## config.mk

```make
export PLATFORM = sky130hd
export DESIGN_NAME = uart_receiver
export DESIGN_NICKNAME = d
export VERILOG_FILES = /design/src/rtl/uart_pkg.sv /design/src/rtl/uart_rx_sync.sv /design/src/rtl/uart_receiver.sv
export SDC_FILE = /design/constraint.sdc
export NUM_CORES = 1
export LEC_CHECK = 0
export BUFFER_PORTS_ARGS = -buffer_cell sky130_fd_sc_hd__buf_2
export CAP_MARGIN = 20
export CORE_ASPECT_RATIO = 0.9
export CORE_MARGIN = 1.5
export CORE_UTILIZATION = 25
export CTS_CLUSTER_SIZE = 20
export DETAILED_ROUTE_END_ITERATION = 8
export PLACE_DENSITY = 0.41
export SLEW_MARGIN = 20
export SYNTH_ARGS = -nofsm -noshare
export SYNTH_HDL_FRONTEND = slang
export SYNTH_SLANG_ARGS = --single-unit
```

## constraint.sdc

```tcl
create_clock -name clk_50m -period 3.65 [get_ports clk_50m]
set_input_delay 0.365 -clock clk_50m [delete_from_list [all_inputs] [get_ports clk_50m]]
set_output_delay 0.365 -clock clk_50m [all_outputs]
set_load 0.02 [all_outputs]
```

## src/rtl/uart_pkg.sv

```systemverilog
// rtl/uart_pkg.sv - shared UART state encodings and data width
// Used by the receiver and the transmitter so both agree on the encoding.
package uart_pkg;

   localparam int DATA_W = 8;

   typedef enum logic [1:0] {
      ST_IDLE  = 2'd0,
      ST_START = 2'd1,
      ST_DATA  = 2'd2,
      ST_STOP  = 2'd3
   } uart_state_t;

endpackage

```

## src/rtl/uart_rx_sync.sv

```systemverilog
// rtl/uart_rx_sync.sv - metastability synchroniser for the rx pad
// Ports:
//   clk_50m  in  system clock
//   rst_n    in  asynchronous active-low reset (chain resets to idle-high)
//   rx       in  asynchronous serial input
//   rx_s     out synchronised serial input, STAGES clocks of latency
module uart_rx_sync #(
   parameter int STAGES = 2
) (
   input  logic clk_50m,
   input  logic rst_n,
   input  logic rx,
   output logic rx_s
);

   logic [STAGES-1:0] chain;

   // Reset to 1s so a reset never looks like a start bit.
   always_ff @(posedge clk_50m or negedge rst_n) begin
      if (!rst_n) begin
         chain <= '1;
      end else begin
         chain <= {chain[STAGES-2:0], rx};
      end
   end

   assign rx_s = chain[STAGES-1];

endmodule

```

## src/rtl/uart_receiver.sv

```systemverilog
// rtl/uart_receiver.sv - 8N1 UART receiver with 16x oversampling and rdy/rdy_clr handshake
// Ports:
//   clk_50m    in   system clock
//   rst_n      in   asynchronous active-low reset
//   clken      in   one-cycle tick at OVERSAMPLE x baud
//   rx         in   serial input, idle high, asynchronous
//   rdy_clr    in   consumer has taken dout; clears rdy, frame_err, overrun
//   dout       out  last correctly framed byte
//   rdy        out  dout holds an unconsumed byte
//   frame_err  out  sticky, stop bit sampled low
//   overrun    out  sticky, byte completed while rdy was still set
//   rx_busy    out  receiver is not idle
module uart_receiver
   import uart_pkg::*;
#(
   parameter int OVERSAMPLE  = 16,
   parameter int SYNC_STAGES = 2
) (
   input  logic              clk_50m,
   input  logic              rst_n,
   input  logic              clken,
   input  logic              rx,
   input  logic              rdy_clr,
   output logic [DATA_W-1:0] dout,
   output logic              rdy,
   output logic              frame_err,
   output logic              overrun,
   output logic              rx_busy
);

   localparam int CNT_W = $clog2(OVERSAMPLE);
   localparam int BIT_W = $clog2(DATA_W);
   localparam logic [CNT_W-1:0] CNT_MID  = CNT_W'(OVERSAMPLE / 2 - 1);
   localparam logic [CNT_W-1:0] CNT_LAST = CNT_W'(OVERSAMPLE - 1);
   localparam logic [CNT_W-1:0] CNT_ONE  = CNT_W'(1);
   localparam logic [BIT_W-1:0] BIT_LAST = BIT_W'(DATA_W - 1);
   localparam logic [BIT_W-1:0] BIT_ONE  = BIT_W'(1);

   logic rx_s;

   uart_rx_sync #(
      .STAGES (SYNC_STAGES)
   ) u_sync (
      .clk_50m (clk_50m),
      .rst_n   (rst_n),
      .rx      (rx),
      .rx_s    (rx_s)
   );

   uart_state_t       state,     state_nxt;
   logic [CNT_W-1:0]  cnt,       cnt_nxt;
   logic [BIT_W-1:0]  bitpos,    bitpos_nxt;
   logic [DATA_W-1:0] shift,     shift_nxt;
   logic [DATA_W-1:0] dout_nxt;
   logic              armed,     armed_nxt;
   logic              rdy_nxt,   fe_nxt,    ov_nxt;

   always_ff @(posedge clk_50m or negedge rst_n) begin
      if (!rst_n) begin
         state     <= ST_IDLE;
         cnt       <= '0;
         bitpos    <= '0;
         shift     <= '0;
         armed     <= 1'b0;
         dout      <= '0;
         rdy       <= 1'b0;
         frame_err <= 1'b0;
         overrun   <= 1'b0;
      end else begin
         state     <= state_nxt;
         cnt       <= cnt_nxt;
         bitpos    <= bitpos_nxt;
         shift     <= shift_nxt;
         armed     <= armed_nxt;
         dout      <= dout_nxt;
         rdy       <= rdy_nxt;
         frame_err <= fe_nxt;
         overrun   <= ov_nxt;
      end
   end

   always_comb begin
      state_nxt  = state;
      cnt_nxt    = cnt;
      bitpos_nxt = bitpos;
      shift_nxt  = shift;
      armed_nxt  = armed;
      dout_nxt   = dout;
      rdy_nxt    = rdy;
      fe_nxt     = frame_err;
      ov_nxt     = overrun;

      // Consumer clear first; a simultaneous frame completion below overrides it.
      if (rdy_clr) begin
         rdy_nxt = 1'b0;
         fe_nxt  = 1'b0;
         ov_nxt  = 1'b0;
      end

      case (state)
         ST_IDLE: begin
            // armed guarantees a high-to-low edge, so a held-low line
            // (break) cannot retrigger reception.
            if (rx_s) begin
               armed_nxt = 1'b1;
            end
            if (clken && armed && !rx_s) begin
               state_nxt = ST_START;
               cnt_nxt   = '0;
            end
         end

         ST_START: begin
            if (clken) begin
               if (cnt == CNT_MID) begin
                  if (!rx_s) begin
                     state_nxt  = ST_DATA;
                     cnt_nxt    = '0;
                     bitpos_nxt = '0;
                  end else begin
                     state_nxt  = ST_IDLE;
                  end
               end else begin
                  cnt_nxt = cnt + CNT_ONE;
               end
            end
         end

         ST_DATA: begin
            if (clken) begin
               if (cnt == CNT_LAST) begin
                  shift_nxt[bitpos] = rx_s;
                  cnt_nxt           = '0;
                  if (bitpos == BIT_LAST) begin
                     state_nxt = ST_STOP;
                  end else begin
                     bitpos_nxt = bitpos + BIT_ONE;
                  end
               end else begin
                  cnt_nxt = cnt + CNT_ONE;
               end
            end
         end

         ST_STOP: begin
            if (clken) begin
               if (cnt == CNT_LAST) begin
                  state_nxt = ST_IDLE;
                  armed_nxt = 1'b0;
                  cnt_nxt   = '0;
                  if (rx_s) begin
                     dout_nxt = shift;
                     rdy_nxt  = 1'b1;
                     // A byte that was being taken this same cycle is not lost.
                     if (rdy && !rdy_clr) begin
                        ov_nxt = 1'b1;
                     end
                  end else begin
                     fe_nxt = 1'b1;
                  end
               end else begin
                  cnt_nxt = cnt + CNT_ONE;
               end
            end
         end

         default: begin
            state_nxt = ST_IDLE;
         end
      endcase
   end

   assign rx_busy = (state != ST_IDLE);

endmodule
```

==> results_dict.tcl, run 1 <==
set metrics [dict create \
    slowest_delay_ps 510 \
    h-tree-depth 2 \
    clk_path_buf_depth 2 \
    synthesis.area_um2 1509 \
    synth_nets 146 \
    hold_viol 0 \
    grt_usage 0.1053 \
    required_ps 3820 \
    path_cells "ha_1 -> nand4_2 -> nor2_2 -> mux2_2" \
    slew_headroom 0.5281 \
    synth-adder-area-share 0.02488 \
    synth.distinct_cells 41 \
    synth-simple-area-share 0.1725 \
    layout_common_cells "dfrtp_1, mux2_2, buf_2, nand2_1" \
    drive_above_1_share 0.2941 \
    max_freq_mhz 489.4 \
    vias_per_cell 5.004 \
    multi_input_area_um2 673.1 \
    first_pass_iters 6 \
    ctsResizeCount 0 \
    critPathKind "flop to flop" \
    async_reset_ff_frac 1.000 \
    layout.nets 161 \
    cp_slowest_cell "nor2_2" \
    p_leak_nw 0.8083 \
    fin_total_pwr_mw 0.9027 \
    rows 26 \
    fin_skew_ps 3.162 \
    clock_latency_ps 280 \
    overflow 0 \
    power_density_nw_per_um2 524.3 \
    fp.dieW_um 84.89 \
    clk_pin_slew_ps 60 \
    clock-sinks 31 \
    worst-path-max-fanout 9 \
    hold_class "input pin to asynchronous set/reset pin" \
    ys_warn_count 0 \
    fp.dieH_um 76.71 \
    post-route-min-period_ps 2044 \
    syn_area_per_cell_um2 10.93 \
    synth_top_flop_cell "dfrtp_1" \
    gp_congestion 0.8017 \
    cts_tree "yes" \
    status "finished, violations left" \
    ys_ff_latch 31 \
    detailed_place_hpwl_um 2170 \
    grt_pass1_wl_um 5181 \
    cp.arrival_ps 2210 \
    dpl_cell_area_um2 1634 \
    routedWlPerCell_um 14.34 \
    end_kind "flop" \
    num_vias 1116 \
    drtIter0Drc 153 \
    drc_errors 2 \
    cts_buffers 5 \
    tightest_slew_ps 707.9 \
    r2r_slack_ps 1610 \
    synth_top_family_by_area "simple AND/OR/NAND/NOR gates" \
    place_ws_ps 1602 \
    synth-xor-area-share 0 \
    synth-compound-area-share 0.1153 \
    design_area_um2 1722 \
    synth_mux_area_frac 0.1335 \
    maxCapViolCount 0 \
    ctsHoldBuffers 0 \
    synth-edff-count 0 \
    setup_slack_ps 1606 \
    ant_nets 0 \
    seq_area_frac_synth 0.5158 \
    finalSetupTns_ps 0 \
    final-seq-area_um2 778.2 \
    final_common_cell "dfrtp_1" \
    ir_drop_v 0.0001472 \
    routed_wl_um 3198 \
    cts_root_buffer "clkbuf_8" \
    antenna_found_initial 0 \
    rsz0062_at_grt "false" \
    num_io_pins 17 \
    num-fill-cells 598 \
    post-cts-setup-buffer-count 0 \
    syn-instance-count 138 \
    core_um2 5758 \
    antenna_cells 0 \
    setup_viol 0 \
    grt_pass1_vias 1041 \
    finalNonFillerCells 223 \
    dpl.cell_count 216 \
    start_util 0.2621 \
    grt_max_degree 32 \
    period_share 0.5599 \
    critPathLaunchType "flop" \
    slew_violations 0 \
    portBuffers 16 \
    area_delta_synth_final_pct 14.10 \
    violations "design-rule violations" \
    dieArea_um2 6511 \
]
[where the power goes]
group          switching [mW]  internal (mW)
Clock                   0.121          0.148
Combinational           0.102         0.0799
Sequential             0.0781          0.374
[registers in the layout, summed over array words and instances (netlist names), named ones only]
| name | count |
|---|---|
| dout | 8 |
| cnt | 4 |
| bitpos | 3 |
| armed | 1 |
| frame_err | 1 |
| state | 1 |
| overrun | 1 |
| shift | 8 |
| u_sync.chain | 2 |
| rdy | 1 |
[final timing paths]
kind,start,to,cells past startpoint
worst min-delay path,rst_n,cnt[1],1
worst max register to register,cnt[0],dout[7],4
min in group clk_50m,rx,u_sync.chain[0],1
max in group asynchronous,rst_n,bitpos[1],1
worst max-delay path,cnt[0],dout[7],4
worst min register to register,u_sync.chain[0],u_sync.chain[1],0
[final cells by class]
cell class / instances / share of cell area
flip-flops and latches: 31 / 0.4520
multi-input cells: 95 / 0.3910
well taps: 70 / 0.05087
clock buffers: 6 / 0.04797
repair buffers: 16 / 0.04651
inverters: 4 / 0.008721
clock inverters: 1 / 0.002907
[through the flow]
stage                     hold WS (ps)  utilization
after floorplan                  69.41            -
after global placement           346.1       0.2838
after detailed placement         347.6       0.2838
after CTS                        154.2       0.2990
after global routing             162.1       0.2990
final                            132.2       0.2990
[critical path: cells and delay by family (launching register included)]
kind                     cells  cell delay [ps]
adder cells (fa/ha/maj)      1              360
flip-flops                   1              420
multiplexers                 1              390
AND/OR/NAND/NOR              2              760
[routing by layer]
| layer | vias to the layer above | wire length [µm] | track usage |
|---|---|---|---|
| met4 | 0 | 77 | 0.05902 |
| met3 | 5 | 112 | 0.03875 |
| met2 | 21 | 1467 | 0.1528 |
| met1 | 557 | 1540 | 0.1348 |
| met5 | - | 0 | 0 |
| li1 | 533 | - | - |
[synth_stat cells, types with 3 or more instances]
cell type | n | area [µm²]
nand2_1 | 13 | 48.80
ha_1 | 3 | 37.54
mux2_2 | 16 | 180.2
inv_1 | 4 | 15.01
buf_2 | 4 | 20.02
dfrtp_1 | 29 | 725.7
nor2_1 | 7 | 26.28
o21ai_0 | 5 | 25.02
nor3_1 | 6 | 30.03
nor2b_1 | 4 | 25.02
nand3_1 | 7 | 35.03
[kinds of logic (layout without fill, tap and decap cells)]
| logic type | Yosys count | count (layout) |
|---|---|---|
| AO/OA/AOI/OAI | 24 | 24 |
| adder cells (fa/ha/maj) | 3 | 3 |
| buffers and inverters | 12 | 27 |
| flip-flops | 31 | 31 |
| multiplexers | 18 | 18 |
| AND/OR/NAND/NOR | 50 | 50 |
(Power assumes the default switching activity.)
==> run 2, diff against run 1 <==
- PLACE_DENSITY: 0.41 -> 0.42
- clock period: 3.65 -> 1.88 ns (I/O delays scaled with it)
==> results_dict.tcl, run 2 (synthesis gave the netlist of run 1 again) <==
set metrics [dict create \
    first_pass_iters 6 \
    h-tree-depth 2 \
    portBuffers 16 \
    drc_errors 2 \
    num-fill-cells 580 \
    drive_above_1_share 0.3494 \
    cts_root_buffer "clkbuf_8" \
    clk_pin_slew_ps 70 \
    overflow 0 \
    maxCapViolCount 0 \
    start_util 0.2621 \
    cts_buffers 5 \
    violations "design-rule violations" \
    finalSetupTns_ps 0 \
    grt_busiest_layer "met2" \
    reg.largest.list "dout x8, shift x8, cnt x4" \
    drtIter0Drc 64 \
    use_met2 0.1552 \
    power_switching_mw 0.6204 \
    final-seq-area_um2 778.2 \
    clock-sinks 31 \
    slew_violations 0 \
    final_common_cell "dfrtp_1" \
    grt_pass1_wl_um 5313 \
    layout.nets 173 \
    multi_input_area_um2 681.9 \
    hold_viol 0 \
    crit_family "simple AND/OR/NAND/NOR gates" \
    grt_max_degree 32 \
    critPathKind "flop to flop" \
    max_freq_mhz 575.3 \
    vias_per_cell 4.712 \
    intPower_mw 1.370 \
    p_leak_nw 0.8807 \
    clk_path_buf_depth 2 \
    required_ps 2050 \
    area_delta_synth_final_pct 22.97 \
    rsz0062_at_grt "false" \
    worst-path-max-fanout 6 \
    antenna_cells 0 \
    layout_common_cells "dfrtp_1, mux2_2, buf_2, nand2_1, buf_4" \
    final_core_util 0.3223 \
    post-cts-setup-buffer-count 0 \
    core_um2 5758 \
    pwr-share-comb 0.238 \
    status "finished, violations left" \
    path_buf_inv 0 \
    ir_drop_v 0.0002598 \
    grt_pass1_vias 1063 \
    num_vias 1112 \
    p_sw_frac 0.3117 \
    hold_class "input pin to flop" \
    cp.arrival_ps 1910 \
    routed_wl_um 3190 \
    fp.dieH_um 76.71 \
    detailed_place_hpwl_um 2271 \
    antenna_found_initial 0 \
    rows 26 \
    power_density_nw_per_um2 1073 \
    fin_total_pwr_mw 1.990 \
    slowest_delay_ps 430 \
    post-route-min-period_ps 1738 \
    grt_usage 0.1050 \
    whs_ps 89.69 \
    clock_latency_ps 290 \
    gp_congestion 0.8362 \
    use_met3 0.03660 \
    fp.dieW_um 84.89 \
    end_kind "flop" \
    routedWlPerCell_um 13.52 \
    cp_slowest_cell "dfrtp_1" \
    slew_headroom 0.5357 \
    tightest_slew_ps 696.5 \
    path_cells "ha_2 -> nand4_2 -> or3_1 -> mux2_1" \
    place_ws_ps 120.3 \
    num_io_pins 17 \
    fin_skew_ps 10.07 \
    setup_viol 0 \
    power_frac_clock 0.347 \
    dieArea_um2 6511 \
    critPathLaunchType "flop" \
    seqPwrFrac 0.416 \
    setup_slack_ps 141.8 \
    period_share 0.9246 \
    cts_tree "yes" \
    met1_usage 0.1371 \
    ant_nets 0 \
]
-- run 2: changes by cell type in the layout (fill, tap and decap cells not counted), sizes merged --
cell	before	now
dlygate4sd3	0	2
buf	16	26
bufinv	0	1
-- run 2: power by group through the flow --
stage	Clock (mW)	Combinational, mW	Sequential (mW)
after global routing	0.762	0.528	0.845
final	0.690	0.473	0.828
after global placement	0	0.457	0.834
after CTS	0.717	0.471	0.826
after floorplan	0	0.366	0.784
after detailed placement	0	0.466	0.838
-- run 2: cell type report --
cell class                      instances  area share
Tap cell                               70     0.04720
Multi-Input combinational cell         95      0.3675
Sequential cell                        31      0.4194
Inverter                                4    0.008092
Clock buffer                            6     0.04450
Timing Repair Buffer                   28     0.09440
Clock inverter                          2     0.01888
-- run 2: final timing paths --
kind / cells after the start / to / startpoint / slack (ps)
max: 4 / shift[3] / cnt[0] / 140
min: 2 / overrun / rdy_clr / 90
max reg2reg: 4 / shift[3] / cnt[0] / 140
min reg2reg: 0 / u_sync.chain[1] / u_sync.chain[0] / 360
max in group asynchronous: 2 / dout[3] / rst_n / 940
min in group asynchronous: 2 / cnt[1] / rst_n / 480
-- run 2: per-stage QoR --
step / cell area (µm²) / cells
4_1_cts: 1847 / 236
2_1_floorplan: 1509 / 138
6_report: 1856 / 236
3_5_place_dp: 1709 / 226
5_1_grt: 1856 / 236
3_3_place_gp: 1709 / 226
-- run 2: per-layer routing --
metal,vias to the layer above,wire length (µm)
met5,-,0
met4,0,65
met2,18,1433
li1,556,-
met1,531,1569
met3,7,122
-- run 2: timing repair --
action | in CTS | in global routing
gates resized for setup | 0 | 2
endpoints found under the setup margin | 0 | 3
hold endpoints to repair | 30 | 0
hold buffers | 2 | 0
